[src/rtl/pwm_regbank_pkg.sv]
// Shared register map, control-bit positions and reset values for the PWM register bank.
package pwm_regbank_pkg;

    localparam logic [7:0] ADDR_CTRL   = 8'h00;
    localparam logic [7:0] ADDR_PRESC  = 8'h01;
    localparam logic [7:0] ADDR_PERIOD = 8'h02;
    localparam logic [7:0] ADDR_DUTY0  = 8'h04;
    localparam logic [7:0] ADDR_STATUS = 8'h10;
    localparam logic [7:0] ADDR_ID     = 8'h7F;

    localparam int CTRL_RUN_BIT = 7;

    localparam logic [7:0] RST_CTRL   = 8'h00;
    localparam logic [7:0] RST_PRESC  = 8'h00;
    localparam logic [7:0] RST_PERIOD = 8'hFF;
    localparam logic [7:0] RST_DUTY   = 8'h00;

endpackage

[src/rtl/pwm_regbank_channel.sv]
// One PWM channel: double-buffered duty (shadow written by software, active used for compare)
// and the registered compare output.
module pwm_channel
    import pwm_regbank_pkg::*;
(
    input  logic       clk,
    input  logic       rst_n,
    input  logic       wr_stb,
    input  logic [7:0] wr_data,
    input  logic       wrap,
    input  logic       run,
    input  logic       enable,
    input  logic [7:0] cnt,
    output logic [7:0] duty_shadow,
    output logic       pwm_out
);

    logic [7:0] duty_active;

    // Active duty only moves at a wrap (or while stopped), so a running period is never cut short.
    always_ff @(posedge clk) begin
        if (!rst_n) begin
            duty_shadow <= RST_DUTY;
            duty_active <= RST_DUTY;
            pwm_out     <= 1'b0;
        end else begin
            if (wr_stb) duty_shadow <= wr_data;
            if (!run || wrap) duty_active <= duty_shadow;
            pwm_out <= run && enable && (cnt < duty_active);
        end
    end

endmodule

[src/rtl/pwm_regbank.sv]
// SPI-facing register bank driving NUM_CH PWM outputs from a shared prescaler/period counter.
// Optional macro PWM_IRQ_EN adds the STATUS register (wrap flag + mask) and the irq output.
module pwm_regbank
    import pwm_regbank_pkg::*;
#(
    parameter int         NUM_CH   = 4,
    parameter logic [7:0] ID_VALUE = 8'hA5
) (
    input  logic              clk,
    input  logic              rst_n,
    input  logic [7:0]        addr,
    input  logic [7:0]        wr_data,
    input  logic              wr_en,
    output logic [7:0]        rd_data,
    output logic [NUM_CH-1:0] pwm_out,
    output logic              irq
);

    localparam logic [7:0] CTRL_MASK = 8'h80 | 8'((1 << NUM_CH) - 1);

    logic       wr_en_q;
    logic       commit;
    logic [7:0] ctrl;
    logic [7:0] presc;
    logic [7:0] period;
    logic [7:0] presc_cnt;
    logic [7:0] cnt;
    logic       run;
    logic       tick;
    logic       wrap;
    logic [7:0] status;
    logic [7:0] duty_shadow [NUM_CH];

    // wr_en is a level from the SPI slave; only its rising edge commits a write.
    assign commit = wr_en & ~wr_en_q;
    assign run    = ctrl[CTRL_RUN_BIT];
    assign tick   = run && (presc_cnt >= presc);
    assign wrap   = tick && (cnt >= period);

    always_ff @(posedge clk) begin
        if (!rst_n) begin
            wr_en_q <= 1'b0;
            ctrl    <= RST_CTRL;
            presc   <= RST_PRESC;
            period  <= RST_PERIOD;
        end else begin
            wr_en_q <= wr_en;
            if (commit) begin
                case (addr)
                    ADDR_CTRL:   ctrl   <= wr_data & CTRL_MASK;
                    ADDR_PRESC:  presc  <= wr_data;
                    ADDR_PERIOD: period <= wr_data;
                    default: ;
                endcase
            end
        end
    end

    // >= comparisons let a lowered PERIOD/PRESC wrap on the next tick instead of running to 255.
    always_ff @(posedge clk) begin
        if (!rst_n || !run) begin
            presc_cnt <= 8'h00;
            cnt       <= 8'h00;
        end else begin
            presc_cnt <= tick ? 8'h00 : presc_cnt + 8'h01;
            if (tick) cnt <= wrap ? 8'h00 : cnt + 8'h01;
        end
    end

    for (genvar i = 0; i < NUM_CH; i++) begin : g_ch
        pwm_channel u_ch (
            .clk         (clk),
            .rst_n       (rst_n),
            .wr_stb      (commit && (addr == ADDR_DUTY0 + 8'(i))),
            .wr_data     (wr_data),
            .wrap        (wrap),
            .run         (run),
            .enable      (ctrl[i]),
            .cnt         (cnt),
            .duty_shadow (duty_shadow[i]),
            .pwm_out     (pwm_out[i])
        );
    end

`ifdef PWM_IRQ_EN
    logic status_flag;
    logic status_mask;
    logic irq_q;

    // A wrap on the same cycle as a clearing write keeps the flag set.
    always_ff @(posedge clk) begin
        if (!rst_n) begin
            status_flag <= 1'b0;
            status_mask <= 1'b0;
            irq_q       <= 1'b0;
        end else begin
            if (wrap) begin
                status_flag <= 1'b1;
            end else if (commit && (addr == ADDR_STATUS) && wr_data[0]) begin
                status_flag <= 1'b0;
            end
            if (commit && (addr == ADDR_STATUS)) status_mask <= wr_data[1];
            irq_q <= status_flag & status_mask;
        end
    end

    assign status = {6'b0, status_mask, status_flag};
    assign irq    = irq_q;
`else
    assign status = 8'h00;
    assign irq    = 1'b0;
`endif

    // Pure decode of addr so the byte stays stable while the SPI slave shifts it out.
    always_comb begin
        rd_data = 8'h00;
        case (addr)
            ADDR_CTRL:   rd_data = ctrl;
            ADDR_PRESC:  rd_data = presc;
            ADDR_PERIOD: rd_data = period;
            ADDR_STATUS: rd_data = status;
            ADDR_ID:     rd_data = ID_VALUE;
            default: ;
        endcase
        for (int i = 0; i < NUM_CH; i++) begin
            if (addr == ADDR_DUTY0 + 8'(i)) rd_data = duty_shadow[i];
        end
    end

endmodule

[config.mk]
export PLATFORM = sky130hd
export DESIGN_NAME = pwm_regbank
export DESIGN_NICKNAME = d
export VERILOG_FILES = /design/src/rtl/pwm_regbank_pkg.sv /design/src/rtl/pwm_regbank_channel.sv /design/src/rtl/pwm_regbank.sv
export SDC_FILE = /design/constraint.sdc
export NUM_CORES = 1
export LEC_CHECK = 0
export ABC_AREA = 1
export CAP_MARGIN = 20
export CELL_PAD_IN_SITES_DETAIL_PLACEMENT = 1
export CELL_PAD_IN_SITES_GLOBAL_PLACEMENT = 2
export CORE_ASPECT_RATIO = 0.8
export CORE_MARGIN = 4
export CORE_UTILIZATION = 35
export DETAILED_ROUTE_END_ITERATION = 7
export GPL_ROUTABILITY_DRIVEN = 1
export PLACE_DENSITY = 0.87
export SYNTH_ARGS = -nofsm -noshare
export SYNTH_HDL_FRONTEND = slang
export SYNTH_SLANG_ARGS = --single-unit
[constraint.sdc]
create_clock -name clk -period 2.23 [get_ports clk]
set_input_delay 0.223 -clock clk [delete_from_list [all_inputs] [get_ports clk]]
set_output_delay 0.223 -clock clk [all_outputs]
set_load 0.1 [all_outputs]
# Yosys cells after proc, flatten, opt, wreduce, memory -nomap -nowiden
# Index checks and enable logic that the tools add are counted.
# Widths: inputs -> output; s select.
[word_totals]
ram_bits = 0
memories = 0
reg_bits = 106
mem_bits_ro = 0
elab_cells = 64
out_inout_bits = 13
latch_bits = 0
in_bits = 19
[op_classes]
bitwise = 2
n_reduce_logical = 23
div_mod_pow = 0
mul = 0
add_sub_neg = 2
eq_ne = 7
magnitude_cmp = 6
n_mux = 6
shifts = 0
[op_table]
columns = ["cell", "count"]
rows = [
  ["$mux 8", 5],
  ["$eq 8x3->1 const B", 4],
  ["$lt 8x8->1", 4],
  ["$pmux 8 s4", 1],
  ["$add 8x1->8 const B", 2],
  ["$ge 8x8->1", 2],
  ["$logic_and 1x1->1", 14],
  ["$eq 8x1->1 const B", 1],
  ["$eq 8x2->1 const B", 1],
  ["$eq 8x7->1 const B", 1],
  ["$logic_not 8->1", 1],
  ["$reduce_and 2->1", 3],
  ["$logic_not 1->1", 2],
  ["$logic_or 1x1->1", 2],
  ["$reduce_or 2->1", 1],
  ["$and 1x1->1", 1],
  ["$not 1->1", 1],
]

# Logic depth before layout (Yosys ltp)
[logic_depth]
word_depth = 6
ltp_mapped = 15
depth_no_buf = 13

# By module
# From an unflattened synthesis, not the netlist that was laid out.
[hier_totals]
hier_cells = 774
area_unflattened_um2 = 5681.7
[modules_own_cells]
columns = ["mod", "seq_area_each_um2", "area_each_um2", "cells_each", "n_inst"]
rows = [
  ["pwm_channel", 340.3, 789.5, 99, 4],
  ["pwm_regbank", 760.7, 2523.7, 378, 1],
]

# Least setup slack after synthesis
# OpenSTA, ideal clock, no wires.
[synth_path]
path_type = "input -> output"
from = "in addr[6]"
to = "out rd_data[5]"
setup_slack_ns = 0.105
cell_stages = 8
t_required_ns = 2.007
t_arrival_ns = 1.902
n_path_buf = 1
cell_sequence = "inv_1 > nand3_2 > clkinv_4 > buf_4 > nand2_1 > nor2_1 > nor3b_1 > nand4_1"
[synth_via]
elab_chain_len = 6
word_cells_on_any_way = 13
cone_classes = "eq/ne (7); mux (5); reduce/logical (1)"
[synth_lines]
columns = ["item", "line_no", "rtl"]
rows = [
  ["start: declaration", "pwm_regbank.sv:11", "input logic [7:0] addr,"],
  ["$eq 8x7->1 (tied with other cells)", "pwm_regbank.sv:117", "case (addr)"],
  ["$pmux 8 s4", "pwm_regbank.sv:117", ""],
  ["$mux 8 (3 in a row)", "pwm_regbank.sv:126", "if (addr == ADDR_DUTY0 + 8'(i)) rd_data = duty_shadow[i];"],
  ["$mux 8 (*)", "pwm_regbank.sv:126", ""],
  ["end: declaration", "pwm_regbank.sv:14", "output logic [7:0] rd_data,"],
]
# Mark *: on every way between the ends. The rest lies on a longest branch, timed or not.

# Worst setup path after layout
[layout_path]
from = "in addr[7]"
to = "out rd_data[0]"
# The elaborated chain is that of the path after synthesis.

==> flow_summary.toml <==
[clock_network]
cts_tree = "built"
cts_max_path_buffers = 2
clkSinkCount = 106
htree_levels = 3
numCtsBuffers = 9
postCtsHoldBufs = 0
cts-root-buf = "clkbuf_16"
clock_latency_ps = 350
cts.reportedPaths.clkPinSlew_ps = 70

[synth]
netlist_area_um2 = 5957
synthCells = 807
synth_fp_nets = 872
ys_seq_area_share_pct = 35.62
synth_area_per_cell_um2 = 7.382
yosysMostFrequentCell = "nand2_1"
ys_warn_count = 0
synth_top_cell_by_area = "dfxtp_1"
async_flop_share_pct = 0
synthTopCellsByArea = "dfxtp_1 36%, ha_1 9.7%, nand2_1 9.2%, a21oi_1 8.3%, inv_1 6.4%"
synth_top_cell_area_share_pct = 35.62
synth_common_cells = "146 x nand2_1, 106 x dfxtp_1, 102 x inv_1"
ys_types = 40
ys_seq_elements = 106
synth_edf_count = 0
yosys_most_used_dff = "dfxtp_1"

[timing]
achievable-frequency_mhz = 465.8
slew_viol_final = 0
worstMarginPinSlew_ps = 742.8
setup_viol = 0
post-route-period-util_pct = 96.27
setup_tns_ps = 0
hold_viol = 0
slew_headroom_pct = 50.43
rsz0062_at_grt = "yes"
worst_slack_ps = 83.27
timing.final.crit_period_ps = 2147
skew_ps = 6.679

[grt]
grt_overflow = 0
grt_use_total_pct = 20.32
antenna_found_initial = 0
grt_pass1_vias = 5757
grt_max_degree = 52
grt_pass1_wl_mm = 31.02

[critical_path]
arrival_ps = 1920
ff2ff_setup_slack_ps = 190
reg2reg_depth = 10
worstPathCellList = "clkdlybuf4s50_1, nor2_1, nand3_2, clkinv_4, buf_4, nand3_1, nand4_1, nor2_2, nand4_1, buf_12"
start_kind = "input pin"
cp_common_cell = "nand4_1"
regToRegStartpoint = "presc[7]"
worstSetupPathType = "in -> out"
cpPeakStageDelay_ps = 490
slowest_stage = "clkdlybuf4s50_1"
critPathTopFamily = "buffers and inverters"
crit_start = "addr[7]"
critPathRequiredTime_ps = 2010
crit_buf_inv = 4
end_kind = "primary output"
r2r_end = "g_ch[2].u_ch.duty_active[6]"
cp_max_fo = 8

[power]
sequentialPowerShare_pct = 49.5
p_clk_share_pct = 45.3
p_leak_nw = 2.944
p_comb_share_pct = 5.2
p_switching_w = 0.0008561
peakVddDrop_uv = 365.3
p_sw_share_pct = 22.35
p_int_w = 0.002974
fin_total_pwr_w = 0.003830
p_per_area_nw_per_um2 = 549.8

[layout]
multi_input_area_um2 = 3217
stdcell_count = 1063
layout-drive-gt1-share_pct = 14.59
area_delta_synth_final_pct = 16.95
num_antenna_cells = 0
fill_cells = 2098
regArea_um2 = 2123
nNetsFinal = 904

[floorplanning]
coreArea_um2 = 16610
rows = 42
start_util_pct = 35.87
boundaryPins = 32
die_h_um = 124.7
dieArea_um2 = 19180
dieWidth_um = 153.9

[min_path]
hold_depth = 3
hold_path_class = "in -> reg"
holdPathEnd = "period[7]"
hp-start = "rst_n"

[detailed_routing]
wire_per_inst_um = 17.92
drt_iter0_drc = 304
drc = 0
wirelength_mm = 19.05
vias_per_cell = 5.189
firstDrtPassIters = 4
via_count = 5516
antenna_left = 0

[status]
status = "complete, no violations"

[placement]
io_buffer_count = 30
hpwl_mm = 14.61
dp.cells = 1047
pre_cts_slack_ps = -14.34
place.gp.congestion = 0.8416

[job]
drv_cap = 0
power groups by stage:
| stage | sequential [W] | clock (W) | combinational, W |
|---|---|---|---|
| 6_report | 0.00190 | 0.00173 | 0.000199 |
| 5_1_grt | 0.00190 | 0.00186 | 0.000216 |
| 4_1_cts | 0.00190 | 0.00178 | 0.000198 |
| 3_5_place_dp | 0.00194 | 0 | 0.000197 |
| 3_3_place_gp | 0.00194 | 0 | 0.000191 |
| 2_1_floorplan | 0.00194 | 0 | 0.000104 |
flip-flops by register name, summed over array words and instances, names as in the netlist:
name / cells
presc_cnt: 8
g_ch.u_ch.pwm_out: 4
g_ch.u_ch.duty_shadow: 32
presc: 8
period: 8
g_ch.u_ch.duty_active: 32
ctrl: 5
cnt: 8
wr_en_q: 1
cell type report:
class | count | share of cell area (%)
Clock inverter | 4 | 1.096
Tap cell | 220 | 3.951
Inverter | 106 | 5.801
Timing Repair Buffer | 62 | 9.016
Multi-Input combinational cell | 554 | 46.17
Sequential cell | 106 | 30.48
Clock buffer | 11 | 3.484
cell families after synthesis:
logic type | share of synthesized area [%]
xor+xnor | 0.4412
simple gates | 29.49
buf+inv | 11.24
other cells | 0.06295
fa+ha+maj | 9.662
flops | 35.62
compound gates | 13.48
how the worst max path moves through the flow:
stage,endpoint,slack [ps],cells past startpoint
floorplan,rd_data[5],110,8
global placement,rd_data[1],80,9
detailed placement,rd_data[5],-10,9
CTS,rd_data[1],10,9
global route,rd_data[3],-7,10
finish,rd_data[0],80,10
placed cells by master, fill, tap and decap left out, types with 3 or more instances in the layout:
| master | n |
|---|---|
| o211ai_1 | 7 |
| nand2_1 | 143 |
| o21ai_0 | 28 |
| clkdlybuf4s50_1 | 13 |
| nand2_2 | 8 |
| buf_4 | 35 |
| nor2_2 | 9 |
| o21ai_1 | 8 |
| dlymetal6s2s_1 | 4 |
| nor4_1 | 4 |
| ha_1 | 46 |
| nor2_4 | 4 |
| dfxtp_1 | 105 |
| clkbuf_16 | 9 |
| nor3_1 | 3 |
| inv_1 | 102 |
| nand3_2 | 23 |
| nor2_1 | 66 |
| nand4_1 | 24 |
| a21o_1 | 6 |
| a21oi_1 | 99 |
| nand3_1 | 52 |
| buf_12 | 9 |
| nor3_2 | 3 |
metrics by stage:
stage	area, um2	util (%)	hold WS, ps
final	6967	41.95	403.5
after detailed placement	6579	39.62	465.7
after global placement	6579	39.62	455.8
after CTS	6903	41.57	404.7
after global routing	6967	41.95	432.6
after floorplan	5957	-	320.6
routing by layer:
| layer | part of all wire [%] | GRT usage (%) | vias to the layer above |
|---|---|---|---|
| li1 | - | - | 2719 |
| met1 | 45 | 27.06 | 2676 |
| met2 | 47 | 33.20 | 91 |
| met3 | 5.0 | 3.751 | 30 |
| met4 | 2.6 | 6.698 | 0 |
| met5 | 0 | 0 | - |
tightest hold or removal path: cells and delay by family:
family / cells / cell delay [ps]
and+or+nand+nor: 1 / 130
buffers and inverters: 2 / 360
repair_timing:
action / in CTS / in global routing
pin swaps: 1 / 4
setup buffers: 0 / 1
endpoints found under the setup margin: 1 / 7
gates cloned: 0 / 0
resized for setup: 1 / 21
No activity file was read; power rests on OpenSTA's default activity.
